--- src/rtl/competition_engine.sv ---
// Quiz-competition controller: buzz arbitration, judging with optional
// rebound, per-question ms timer, saturating scores and winner selection.
module competition_engine #(
  parameter int MAX_PLAYERS   = 4,
  parameter int MAX_QUESTIONS = 9,
  parameter int SCORE_W       = 7,
  parameter int CLK_PER_MS    = 100_000
) (
  input  logic                               clk,
  input  logic                               rst,
  input  logic                               enable,
  input  logic                               start,
  input  logic [MAX_PLAYERS-1:0]             buzz,
  input  logic                               judge_ok,
  input  logic                               judge_fail,
  input  logic                               judge_skip,
  input  logic                               rebound_en,
  input  logic [3:0]                         player_count,
  input  logic [3:0]                         question_count,
  input  logic [6:0]                         answer_time,
  input  logic [SCORE_W-1:0]                 win_score,
  input  logic [3:0]                         success_score,
  input  logic [3:0]                         fail_score,
  output logic [1:0]                         state,
  output logic [3:0]                         play_count,
  output logic [16:0]                        time_remain,
  output logic [MAX_PLAYERS*SCORE_W-1:0]     scores,
  output logic [MAX_PLAYERS*2*MAX_QUESTIONS-1:0] results,
  output logic [3:0]                         select_player,
  output logic [3:0]                         winner,
  output logic                               tie,
  output logic                               timeout
);

  localparam int PW = (CLK_PER_MS > 1) ? $clog2(CLK_PER_MS) : 1;
  localparam int RW = 2 * MAX_QUESTIONS;
  localparam int EW = ((SCORE_W > 4) ? SCORE_W : 4) + 2;
  localparam logic [PW-1:0]      PRESC_MAX = PW'(CLK_PER_MS - 1);
  localparam logic [SCORE_W-1:0] SCORE_MAX = '1;

  typedef enum logic [1:0] {IDLE = 2'd0, BUZZ = 2'd1, JUDGE = 2'd2, DONE = 2'd3} state_t;

  state_t             state_q, state_d;
  logic [3:0]         pc_q, pc_d;
  logic [16:0]        tr_q, tr_d;
  logic [SCORE_W-1:0] score_q [MAX_PLAYERS];
  logic [SCORE_W-1:0] score_d [MAX_PLAYERS];
  logic [RW-1:0]      res_q [MAX_PLAYERS];
  logic [RW-1:0]      res_d [MAX_PLAYERS];
  logic [3:0]         sel_q, sel_d;
  logic [3:0]         win_q, win_d;
  logic               tie_q, tie_d;
  logic               to_q, to_d;
  logic [MAX_PLAYERS-1:0] att_q, att_d;
  logic [PW-1:0]      presc_q, presc_d;

  logic [MAX_PLAYERS-1:0] active, elig, ebuzz, sel_vec, att_fail;
  logic [3:0]         first_idx, best_idx, cur_q;
  logic [SCORE_W-1:0] best_s;
  logic               best_found, tie_c, finish, remain, judge_one;
  logic [1:0]         code;
  logic [16:0]        load;

  // Saturating score increment: clamps at the all-ones score.
  function automatic logic [SCORE_W-1:0] sat_add(input logic [SCORE_W-1:0] s,
                                                  input logic [3:0] inc);
    logic [EW-1:0] sum;
    sum = EW'(s) + EW'(inc);
    if (sum > EW'(SCORE_MAX)) return SCORE_MAX;
    return sum[SCORE_W-1:0];
  endfunction

  // Saturating score decrement: clamps at zero.
  function automatic logic [SCORE_W-1:0] sat_sub(input logic [SCORE_W-1:0] s,
                                                  input logic [3:0] dec);
    logic signed [EW-1:0] diff;
    diff = $signed(EW'(s)) - $signed(EW'(dec));
    if (diff < 0) return '0;
    return diff[SCORE_W-1:0];
  endfunction

  assign load      = 17'(answer_time) * 17'd1000;
  assign cur_q     = pc_q - 4'd1;
  assign judge_one = $onehot({judge_ok, judge_fail, judge_skip});
  assign code      = judge_ok ? 2'b01 : (judge_fail ? 2'b10 : 2'b11);

  // Player eligibility, buzz priority, leader search and finish condition.
  always_comb begin
    active     = '0;
    sel_vec    = '0;
    first_idx  = 4'd0;
    best_idx   = 4'd0;
    best_s     = '0;
    best_found = 1'b0;
    tie_c      = 1'b0;
    finish     = (pc_q == question_count);
    for (int i = 0; i < MAX_PLAYERS; i++) begin
      active[i]  = (4'(i) < player_count);
      sel_vec[i] = (4'(i + 1) == sel_q);
    end
    elig     = active & ~att_q;
    ebuzz    = buzz & elig;
    att_fail = att_q | sel_vec;
    remain   = |(active & ~att_fail);
    for (int i = MAX_PLAYERS - 1; i >= 0; i--) begin
      if (ebuzz[i]) first_idx = 4'(i);
    end
    for (int i = 0; i < MAX_PLAYERS; i++) begin
      if (active[i] && (!best_found || score_q[i] > best_s)) begin
        best_s     = score_q[i];
        best_idx   = 4'(i);
        best_found = 1'b1;
      end
      if (active[i] && score_q[i] >= win_score) finish = 1'b1;
    end
    for (int i = 0; i < MAX_PLAYERS; i++) begin
      if (active[i] && 4'(i) != best_idx && score_q[i] == best_s) tie_c = 1'b1;
    end
  end

  // Next-state and next-output logic; enable low forces the reset image.
  always_comb begin
    state_d = state_q;
    pc_d    = pc_q;
    tr_d    = tr_q;
    score_d = score_q;
    res_d   = res_q;
    sel_d   = sel_q;
    win_d   = win_q;
    tie_d   = tie_q;
    to_d    = 1'b0;
    att_d   = att_q;
    presc_d = presc_q;
    case (state_q)
      IDLE: begin
        if (start) begin
          if (finish) begin
            win_d   = best_idx + 4'd1;
            tie_d   = tie_c;
            tr_d    = '0;
            state_d = DONE;
          end else begin
            pc_d    = pc_q + 4'd1;
            att_d   = '0;
            sel_d   = 4'd0;
            tr_d    = load;
            presc_d = '0;
            state_d = BUZZ;
          end
        end
      end
      BUZZ: begin
        if (|ebuzz) begin
          // A buzz beats a coinciding expiry; the timer freezes as is.
          sel_d   = first_idx + 4'd1;
          state_d = JUDGE;
        end else if (presc_q == PRESC_MAX) begin
          presc_d = '0;
          if (tr_q > 17'd1) begin
            tr_d = tr_q - 17'd1;
          end else if (tr_q == 17'd1) begin
            tr_d    = '0;
            to_d    = 1'b1;
            sel_d   = 4'd0;
            state_d = IDLE;
          end
        end else begin
          presc_d = presc_q + PW'(1);
        end
      end
      JUDGE: begin
        if (judge_one) begin
          for (int i = 0; i < MAX_PLAYERS; i++) begin
            if (sel_vec[i]) begin
              for (int q = 0; q < MAX_QUESTIONS; q++) begin
                if (4'(q) == cur_q) res_d[i][2*q +: 2] = code;
              end
              if (judge_ok)   score_d[i] = sat_add(score_q[i], success_score);
              if (judge_fail) score_d[i] = sat_sub(score_q[i], fail_score);
            end
          end
          if (judge_fail) begin
            att_d = att_fail;
            if (rebound_en && remain) begin
              sel_d   = 4'd0;
              tr_d    = load;
              presc_d = '0;
              state_d = BUZZ;
            end else begin
              tr_d    = '0;
              state_d = IDLE;
            end
          end else begin
            tr_d    = '0;
            state_d = IDLE;
          end
        end
      end
      DONE: ;
      default: state_d = IDLE;
    endcase
    if (!enable) begin
      state_d = IDLE;
      pc_d    = 4'd0;
      tr_d    = '0;
      score_d = '{default: '0};
      res_d   = '{default: '0};
      sel_d   = 4'd0;
      win_d   = 4'd0;
      tie_d   = 1'b0;
      to_d    = 1'b0;
      att_d   = '0;
      presc_d = '0;
    end
  end

  // State and output registers with asynchronous active-low clear.
  always_ff @(posedge clk or negedge rst) begin
    if (!rst) begin
      state_q <= IDLE;
      pc_q    <= 4'd0;
      tr_q    <= '0;
      score_q <= '{default: '0};
      res_q   <= '{default: '0};
      sel_q   <= 4'd0;
      win_q   <= 4'd0;
      tie_q   <= 1'b0;
      to_q    <= 1'b0;
      att_q   <= '0;
      presc_q <= '0;
    end else begin
      state_q <= state_d;
      pc_q    <= pc_d;
      tr_q    <= tr_d;
      score_q <= score_d;
      res_q   <= res_d;
      sel_q   <= sel_d;
      win_q   <= win_d;
      tie_q   <= tie_d;
      to_q    <= to_d;
      att_q   <= att_d;
      presc_q <= presc_d;
    end
  end

  for (genvar g = 0; g < MAX_PLAYERS; g++) begin : g_pack
    assign scores[g*SCORE_W +: SCORE_W] = score_q[g];
    assign results[g*RW +: RW]          = res_q[g];
  end

  assign state         = state_q;
  assign play_count    = pc_q;
  assign time_remain   = tr_q;
  assign select_player = sel_q;
  assign winner        = win_q;
  assign tie           = tie_q;
  assign timeout       = to_q;

endmodule

--- config.mk ---
export PLATFORM = sky130hd
export DESIGN_NAME = competition_engine
export DESIGN_NICKNAME = d
export VERILOG_FILES = /design/src/rtl/competition_engine.sv
export SDC_FILE = /design/constraint.sdc
export NUM_CORES = 1
export LEC_CHECK = 0
export CORE_ASPECT_RATIO = 1.5
export CORE_MARGIN = 2
export CORE_UTILIZATION = 45
export CTS_BUF_LIST = sky130_fd_sc_hd__clkbuf_2
export CTS_CLUSTER_DIAMETER = 200
export CTS_CLUSTER_SIZE = 10
export DETAILED_ROUTE_END_ITERATION = 16
export HOLD_SLACK_MARGIN = 0.1
export PLACE_DENSITY = 0.79
export SETUP_SLACK_MARGIN = 0.15
export SYNTH_ARGS = -nofsm -noshare
export SYNTH_HDL_FRONTEND = slang
export SYNTH_SLANG_ARGS = --single-unit
--- constraint.sdc ---
create_clock -name clk -period 11.02 [get_ports clk]
set_clock_uncertainty 0.05 [all_clocks]
set_input_delay 2.204 -clock clk [delete_from_list [all_inputs] [get_ports clk]]
set_output_delay 2.204 -clock clk [all_outputs]
set_load 0.02 [all_outputs]
Yosys cells after proc, flatten, opt, wreduce, memory -nomap -nowiden
Cells that the tools add are included.

Logic and storage cells: 399. Memory bits (writable): 0. Output and inout port bits: 133. Memories kept: 0. ROM bits: 0. Input port bits: 42. Latch bits: 0. Register bits after elaboration: 154.

Add/sub/neg operators: 16. Mux-type cells: 175. $mul: 1. Shift operators: 0. $lt $le $gt $ge: 20. Bitwise gates (word level): 6. Reductions and logical operators: 74. Divide/modulo/power cells: 0. Eq/ne operators: 58.

Operator list (number): $mux W17 (18); $mux W7 (32); $mux W72 (3); $reduce_and A4 Y1 (40); $pmux W17 S3 (2); $mux W4 (24); $mux W28 (3); $mux W18 (4); $mux W1 (64); $mux W2 (22); $ne A2 B1 Y1 const B (18); $add A7 B4 Y8 (4); $gt A8 B7 Y1 const B (4); $lt A8 B1 Y1 const B (4); $sub A7 B4 Y8 (4); $eq A7 B7 Y1 (4); $ge A7 B7 Y1 (4); $gt A7 B7 Y1 (3); $ne A3 B3 Y1 const B (7); $eq A3 B4 Y1 const A (5); $add A17 B1 Y17 const B (1); $eq A17 B1 Y1 const B (1); $eq A17 B17 Y1 const B (1); $gt A17 B1 Y1 const B (1); 38 further kinds (77).

Depth between registers and ports, before layout
Gate-level depths: netlist of run 1.

Word-level depth: 25. Depth in mapped cells: 31. Mapped depth without buffers: 27.

Worst setup path after synthesis of run 1
Ideal clock, no wire load.

Path kind: input to register. Start point: in player_count[3]. End point: reg tie_q (netlist: tie). Stages on the path: 29. Arrival: 8.314 ns. Setup slack: 2.589 ns. Cells stage by stage: or4_4 -> buf_6 -> and2_4 -> inv_1 -> ha_1 -> nand4_1 -> a21o_1 -> a21o_1 -> buf_6 -> buf_6 -> a21oi_1 -> ha_1 -> and4_1 -> a41oi_1 -> o31a_1 -> buf_4 -> a211oi_1 -> or2_2 -> ha_1 -> and4_1 -> a21boi_1 -> o311a_1 -> buf_2 -> nor2_1 -> inv_1 -> ha_1 -> or4_1 -> nor4_1 -> o311a_1.

Word-level cells in the longest chain between the ends: 25.

Ends and longest elaborated chain: start, declared (line 18) `input logic [3:0] player_count,`; $lt A1 B4 Y1 (line 98) `active[i] = (4'(i) < player_count);`; $mux W7 / $mux W1 (equally long branches) (line 109) `if (active[i] && (!best_found || score_q[i] > best_s)) begin`; $gt A7 B7 Y1 / $logic_not A1 Y1 (equally long branches) (line 109); $logic_or A1 B1 Y1 (line 109); $logic_and A1 B1 Y1 (line 109); $mux W7 / $mux W1 (equally long branches) (line 109); $gt A7 B7 Y1 / $logic_not A1 Y1 (equally long branches) (line 109); $logic_or A1 B1 Y1 (line 109); [... 5 more ...]; $mux W4 (line 109); $reduce_bool A4 Y1 (line 117) `if (active[i] && 4'(i) != best_idx && score_q[i] == best_s) tie_c = 1'b1;`; $logic_and A1 B1 Y1 (2 in series) (line 117); $mux W1 (4 in series) (line 117); $mux W1 (line 137) `if (finish) begin`; $mux W1 (line 136) `if (start) begin`; $mux W1 (line 134) `case (state_q)`; $mux W1 (line 202) `if (!enable) begin`; end signal, assigned (line 239) `tie_q <= tie_d;`; end, declared (line 52) `logic tie_q, tie_d;`.

Parallel ways exist; a longest one is shown, timed or not. The select of a mux whose other input is x is not followed. A chain may end at the register's enable or synchronous reset.

Worst setup path in the final report of run 1
Ends and elaborated chain as after synthesis.

==> impl_results.md, run 1 <==
* Ys async rst share at 100.0%
* Hold Buf Count CTS at 0
* Mapped Area at 12380 µm²
* Layout cells sized above 1 at under 10%
* Leak at between 6 and 7 nW
* Reg area at 3804 µm²
* Crit-path most repeated cell: ha_1
* Remaining global-route overflow at 0
* Fin area at 14680 µm²
* Post-synth top cells: dfrtp_1 (152), ha_1 (130), nor2_1 (125)
* Placer Congestion at 0.9779
* CP top delay family: simple AND/OR/NAND/NOR gates
* Reg clk slew, reported paths at 0.23 ns
* Max Cap Violations at 0
* Total iterations of the first detailed-routing run at 5
* Rel. slew slack at 26.14%
* Critical path data required time at 11.68 ns
* Synth area leaders: dfrtp_1 (31%), ha_1 (13%), mux2_2 (5.5%), fa_1 (4.4%), a21oi_1 (3.9%)
* I/O pins at 175
* CTS H-Tree Depth at 4
* Clk buf depth at 2
* Vias in the first global route at 11191
* Initial antenna violation count at 1
* Total negative slack at 0 ns
* Synth Instances at 1373
* Clk sinks at 152
* Status: completed
* Vias per std cell at 6.003
* Netlist cell types at 87
* Largest net degree at the start of global routing at 87
* Drt drc at 0
* Starting Density at 45.65%
* Register area share after synthesis at 30.71%
* Initial drt markers at about 770
* Worst VDD drop at 0.1641 mV
* Final setup vio count at 0
* Area of the core at 27130 µm²
* RSZ-0062 raised after global routing: false
* Die area at 28890 µm²
* DP HPWL at 29380 µm
* Post-synth EDFFs at 0
* CP max FO at 17
* Syn Area/Cell at 9.020 µm²
* Detail Route Antenna Nets at 0
* CTS tree: yes
* Die X at 139.5 µm
* First-pass GRT wire length at roughly 60000 µm
* Post-CTS setup buffers at 0
* Worst setup EP type: register
* Slew @ Worst Pin at 1.104 ns
* CTS root buffer: clkbuf_2
* Routed wire length at about 38000 µm
* Fin nets at 1728
* Fin crit share at 83.65%
* CP Class: input port to register
* All-Layer GR Usage at 26.24%
* Critical path startpoint category: input port
* Slew Limit Fails at 0
* Worst setup margin at 1.802 ns
* Filler Cells Inserted at 2491
* Pre-CTS setup slack at 1.102 ns
* Fmax at 0.1085 GHz
* CTS buffer count at 17
* Cell Pwr Density at 217.9 nW/µm²
* Most frequent cell after synthesis: dfrtp_1
* Final Hold Fails at 0
* Post_cts resized at 0
* Final Critical Period at 9.218 ns
* Met1 usage at 29.44%
* Area post-placement at ~14000 µm²
* Main synth FF type: dfrtp_1
* Worst EP arrival at around 9.9 ns
* Worst stage delay on the critical path at 0.69 ns
* # rows at 74
* Die height at between 200 and 250 µm
* WL per Instance at 20.23 µm
* Min-delay worst type: register to register
* Clock Latency Late Sink at 0.79 ns
* IO Port Bufs at 172
* Vias at 11316
* Gr busiest metal: met2
* Area occupied by multi-input gates at 8004 µm²
* GR Util met3 at 4.577%
* Seq cells post-synth at 152
* Met2 Use GR at a little under half
* Slowest CP cell: or4_4
* Cell taking the most area after synthesis: dfrtp_1
* Crit path buffers/inverters at 3
* Top-area cell type share of the netlist area at 30.71%
* Syn. warnings at 0
* Area Growth Syn to Fin at 18.50%
==> per-stage QoR <==
stage	util (%)	power [W]	hold slack, ns	std cells
floorplan	-	0.002217	0.3984	1374
global placement	53.22	0.002815	0.4115	1852
detailed placement	53.22	0.002856	0.4178	1852
CTS	54.09	0.003188	0.4635	1884
global route	54.10	0.003447	0.4971	1885
finish	54.10	0.003198	0.4646	1885
==> per-layer routing <==
| metal | vias to the layer above | part of all wire (%) | wire length (µm) |
|---|---|---|---|
| met2 | 440 | 50 | 19140 |
| met4 | 0 | 6.8 | 2609 |
| met1 | 5481 | 37 | 14200 |
| met3 | 141 | 5.7 | 2185 |
| met5 | - | 0 | 0 |
| li1 | 5254 | - | - |
==> worst paths after layout <==
check	from	to	slack [ns]	depth (start not counted)
max in group asynchronous	rst	time_remain[11]$_DFFE_PN0P_	8.09	2
max reg2reg	scores[6]$_DFFE_PN0P_	tie$_DFFE_PN0P_	3.29	24
min	results[49]$_DFFE_PN0P_	results[49]$_DFFE_PN0P_	0.46	2
min in group asynchronous	rst	results[32]$_DFFE_PN0P_	1.38	1
min reg2reg	results[49]$_DFFE_PN0P_	results[49]$_DFFE_PN0P_	0.46	2
max	player_count[3]	tie$_DFFE_PN0P_	1.80	25
==> power breakdown <==
group | total [W] | internal (W) | switching [W] | leakage (nW)
clock | 0.000321 | 0.000107 | 0.000215 | 0.142
combinational | 0.00208 | 0.000861 | 0.00122 | 4.49
sequential | 0.000796 | 0.000655 | 0.000141 | 1.99
==> state kept, by name, summed over array words and instances (netlist names) <==
register,flops
winner,3
tie,1
time_remain,17
att_q,4
state,2
results,72
presc_q,17
select_player,3
timeout,1
play_count,4
scores,28
==> cell type report <==
cell class | count | share of cell area [%]
repair buffers | 190 | 12.63
inverters | 93 | 2.379
multi-input cells | 1075 | 54.54
flip-flops and latches | 152 | 25.92
diodes | 1 | 0.01705
clock buffers | 18 | 0.6139
well taps | 342 | 2.916
clock inverters | 14 | 0.9890
==> worst min-delay path: cells and delay by family, from the launching register on <==
kind	cells	cell delay (ns)
flops	1	0.40
simple gates	1	0.05
compound gates	1	0.06
==> cells in the final DEF, fill, tap and decap left out, drive strengths merged, types with 17 or more instances in the layout <==
| master | n |
|---|---|
| clkdlybuf4s50 | 170 |
| dfrtp | 152 |
| ha | 130 |
| nor2 | 126 |
| nand2 | 123 |
| o21ai | 101 |
| a21oi | 98 |
| inv | 96 |
| mux2 | 61 |
| xnor2 | 48 |
| a21o | 36 |
| fa | 27 |
| nand3 | 25 |
| nor3 | 23 |
| buf | 20 |
| xor2 | 18 |
| clkbuf | 18 |
| a211oi | 17 |
==> cell families (layout without fill, tap and decap cells) <==
| group | Yosys count | count (layout) | share of synthesized area (%) |
|---|---|---|---|
| DFF | 152 | 152 | 30.71 |
| xor gates and xnor gates | 66 | 66 | 4.668 |
| AOI/OAI and AO/OA | 391 | 391 | 21.12 |
| adders and majority gates | 157 | 157 | 17.50 |
| other | 1 | 3 | 0.03028 |
| buffers and inverters | 147 | 315 | 4.779 |
| and+or+nand+nor | 387 | 387 | 14.56 |
| muxes | 72 | 72 | 6.638 |
(Power assumes the default switching activity.)
==> run 2: changes to the inputs <==
clock period = 8.5 ns   (was 11.02 ns; I/O delays follow)
==> run 2 against run 1 <==
  * Utilization grew 0.67 points
  * Register-to-register slack lost 1.8 ns
  * Sequential power up 31%
  * Design area grew 1.2%
  * Cell count grew 0.90%
  * Via count up 0.48%
  * Sequential share of layout area is 0.32 points lower
  * Critical path depth is 1 higher
  * Critical path type unchanged
  * Largest cell class unchanged
  * Highest routed layer unchanged
==> impl_results.md, run 2 (synthesis results as in run 1) <==
* Hold depth at 2 (unchanged)
* Cell Int Power at 0.002223 W (+37%)
* Commonest non-fill, non-tap cell in the layout: clkdlybuf4s50_1
* Fin nets at 1746 (+1.0%)
* Final Hold Fails at 0 (unchanged)
* Cell Pwr Density at 288.6 nW/µm² (+32%)
* Worst Hold Endpoint: results[41]$_DFFE_PN0P_
* Placer Congestion at 0.9679 (-1.0%)
* Worst VDD drop at 0.2463 mV (+50%)
* Total iterations of the first detailed-routing run at 6 (+1)
* R2r worst-path depth at 25 (+4.2%)
* Clk buf depth at 2 (unchanged)
* Vias at 11370 (+0.48%)
* Slew @ Worst Pin at 1.111 ns (+0.007185 ns)
* Area Growth Syn to Fin at 19.97%
* Layout cells sized above 1 at 11.16% (+1.2 points)
* # rows at 74 (unchanged)
* First-pass GRT wire length at 61910 µm (+2.8%)
* Die area at 28890 µm² (unchanged)
* All-Layer GR Usage at 26.99% (+0.75 points)
* Final setup vio count at 0 (unchanged)
* Critical path data required time at 9.13 ns (-2.55 ns)
* Clock Latency Late Sink at 0.81 ns (+0.02 ns)
* Worst setup EP type: register
* Reg clk slew, reported paths at 0.26 ns (+0.03 ns)
* R2R Path End: tie$_DFFE_PN0P_
* Max Cap Violations at 0 (unchanged)
* Commonest non-fill, non-tap cells in the layout: clkdlybuf4s50_1 (170), dfrtp_1 (152), ha_1 (130)
* Switching power at 0.002065 W (+31%)
* CTS H-Tree Depth at 4 (unchanged)
* Final Critical Period at 7.798 ns
* Initial antenna violation count at 1 (unchanged)
* Critical path startpoint category: input port
* CTS buffer count at 17 (unchanged)
* Leak at 6.729 nW (+1.6%)
* Vias per std cell at 5.978 (-0.42%)
* Initial drt markers at 657 (-14%)
* DP HPWL at 29890 µm (+1.7%)
* Post-CTS setup buffers at 0 (unchanged)
* Routed wire length at 38890 µm (+2.0%)
* IO Port Bufs at 172 (unchanged)
* RSZ-0062 raised after global routing: false
* Combinational Power Share at 64.5% (-0.5 points)
* I/O pins at 175 (unchanged)
* Worst stage delay on the critical path at 0.62 ns (-0.07 ns)
* Sequential Power Share at 24.2% (-0.7 points)
* Slew Limit Fails at 0 (unchanged)
* Worst setup margin at 0.7020 ns (-1.100 ns)
* Hold Buf Count CTS at 0 (unchanged)
* Status: completed
* Die X at 139.5 µm (unchanged)
* Vias in the first global route at 11443 (+2.3%)
* Area of the core at 27130 µm² (unchanged)
* Rel. slew slack at 25.66% (-0.48 points)
* Power share of the clock group at 11.3% (+1.2 points)
* R2R Setup Slk at 1.47 ns (-1.82 ns)
* CTS tree: yes
* CTS root buffer: clkbuf_2
* Drt drc at 0 (unchanged)
* Clk sinks at 152 (unchanged)
* Remaining global-route overflow at 0 (unchanged)
* Switching part of the total at 48.16% (-1.1 points)
* Fin crit share at 91.74%
* Post_cts resized at 0 (unchanged)
* Largest register FFs at 72 (unchanged)
* CP max FO at 12 (-5)
* Largest net degree at the start of global routing at 86 (-1.1%)
* Total negative slack at 0 ns (unchanged)
* Worst EP arrival at 8.43 ns (-1.45 ns)
* Area post-placement at 14570 µm² (+0.94%)
* CP Class: input port to register
* Fin area at 14860 µm² (+1.2%)
* HP Start: results[41]$_DFFE_PN0P_
* Starting Density at 45.65% (unchanged)
* Worst r2r src: scores[4]$_DFFE_PN0P_
* Crit-path most repeated cell: ha_1
* Detail Route Antenna Nets at 0 (unchanged)
* WL per Instance at 20.45 µm (+1.1%)
* Fmax at 0.1282 GHz
* Filler Cells Inserted at 2471 (-0.80%)
* Min-delay worst type: register to register
* Die height at 207.2 µm (unchanged)
* Pre-CTS setup slack at -0.09539 ns (-1.197 ns)
* Slowest CP cell: or4_4
-- run 2: cell types whose count changed in the layout (fill, tap and decap cells not counted) --
cell	change
buf_4	+18
clkinv_4	-1
clkinv_1	-3
bufinv_16	+2
clkinvlp_4	+1
-- run 2: area by class of cell --
type	count	area (µm²)	share of cell area [%]
Inverter	93	349.1	2.349
Tap cell	342	427.9	2.880
Timing Repair Buffer	208	1988	13.38
Clock inverter	13	192.7	1.297
Sequential cell	152	3804	25.60
Multi-Input combinational cell	1075	8004	53.87
Antenna cell	1	2.502	0.01684
Clock buffer	18	90.09	0.6063
-- run 2: worst max-delay path: cells and delay by family --
| kind | cells | cell delay, ns |
|---|---|---|
| compound gates | 11 | 3.10 |
| simple gates | 7 | 1.81 |
| buf+inv | 4 | 0.87 |
| fa+ha+maj | 3 | 0.77 |
| xor+xnor | 1 | 0.18 |
-- run 2: through the flow --
step	hold slack, ns	util, %	std cells	power, W
after detailed placement	0.4198	53.72	1870	0.003782
after global placement	0.4124	53.72	1870	0.003737
after floorplan	0.3984	-	1374	0.002875
after global routing	0.4958	54.77	1902	0.004606
final	0.4688	54.77	1902	0.004288
after CTS	0.4684	54.76	1901	0.004277
-- run 2: worst max-delay path by stage --
stage               startpoint               to  slack [ns]  depth (start not counted)
2_1_floorplan  player_count[3]  tie$_DFFE_PN0P_        0.57                         29
3_3_place_gp   player_count[3]  tie$_DFFE_PN0P_        0.04                         26
3_5_place_dp   player_count[3]  tie$_DFFE_PN0P_        -0.1                         26
4_1_cts        player_count[3]  tie$_DFFE_PN0P_        0.73                         26
5_1_grt        player_count[3]  tie$_DFFE_PN0P_        0.29                         27
6_report       player_count[3]  tie$_DFFE_PN0P_        0.70                         26
-- run 2: power by group through the flow --
stage / Sequential, W / Clock (W) / Combinational, W
global route: 0.00105 / 0.000520 / 0.00303
floorplan: 0.00114 / 0 / 0.00173
CTS: 0.00103 / 0.000490 / 0.00276
detailed placement: 0.00104 / 0 / 0.00274
finish: 0.00104 / 0.000485 / 0.00277
global placement: 0.00104 / 0 / 0.00270
-- run 2: layer usage --
layer  routed length [µm]  track usage (%)
met1                14210            29.99
met2                19840            48.17
met3                 2244            4.045
met4                 2600            16.41
met5                    0                0
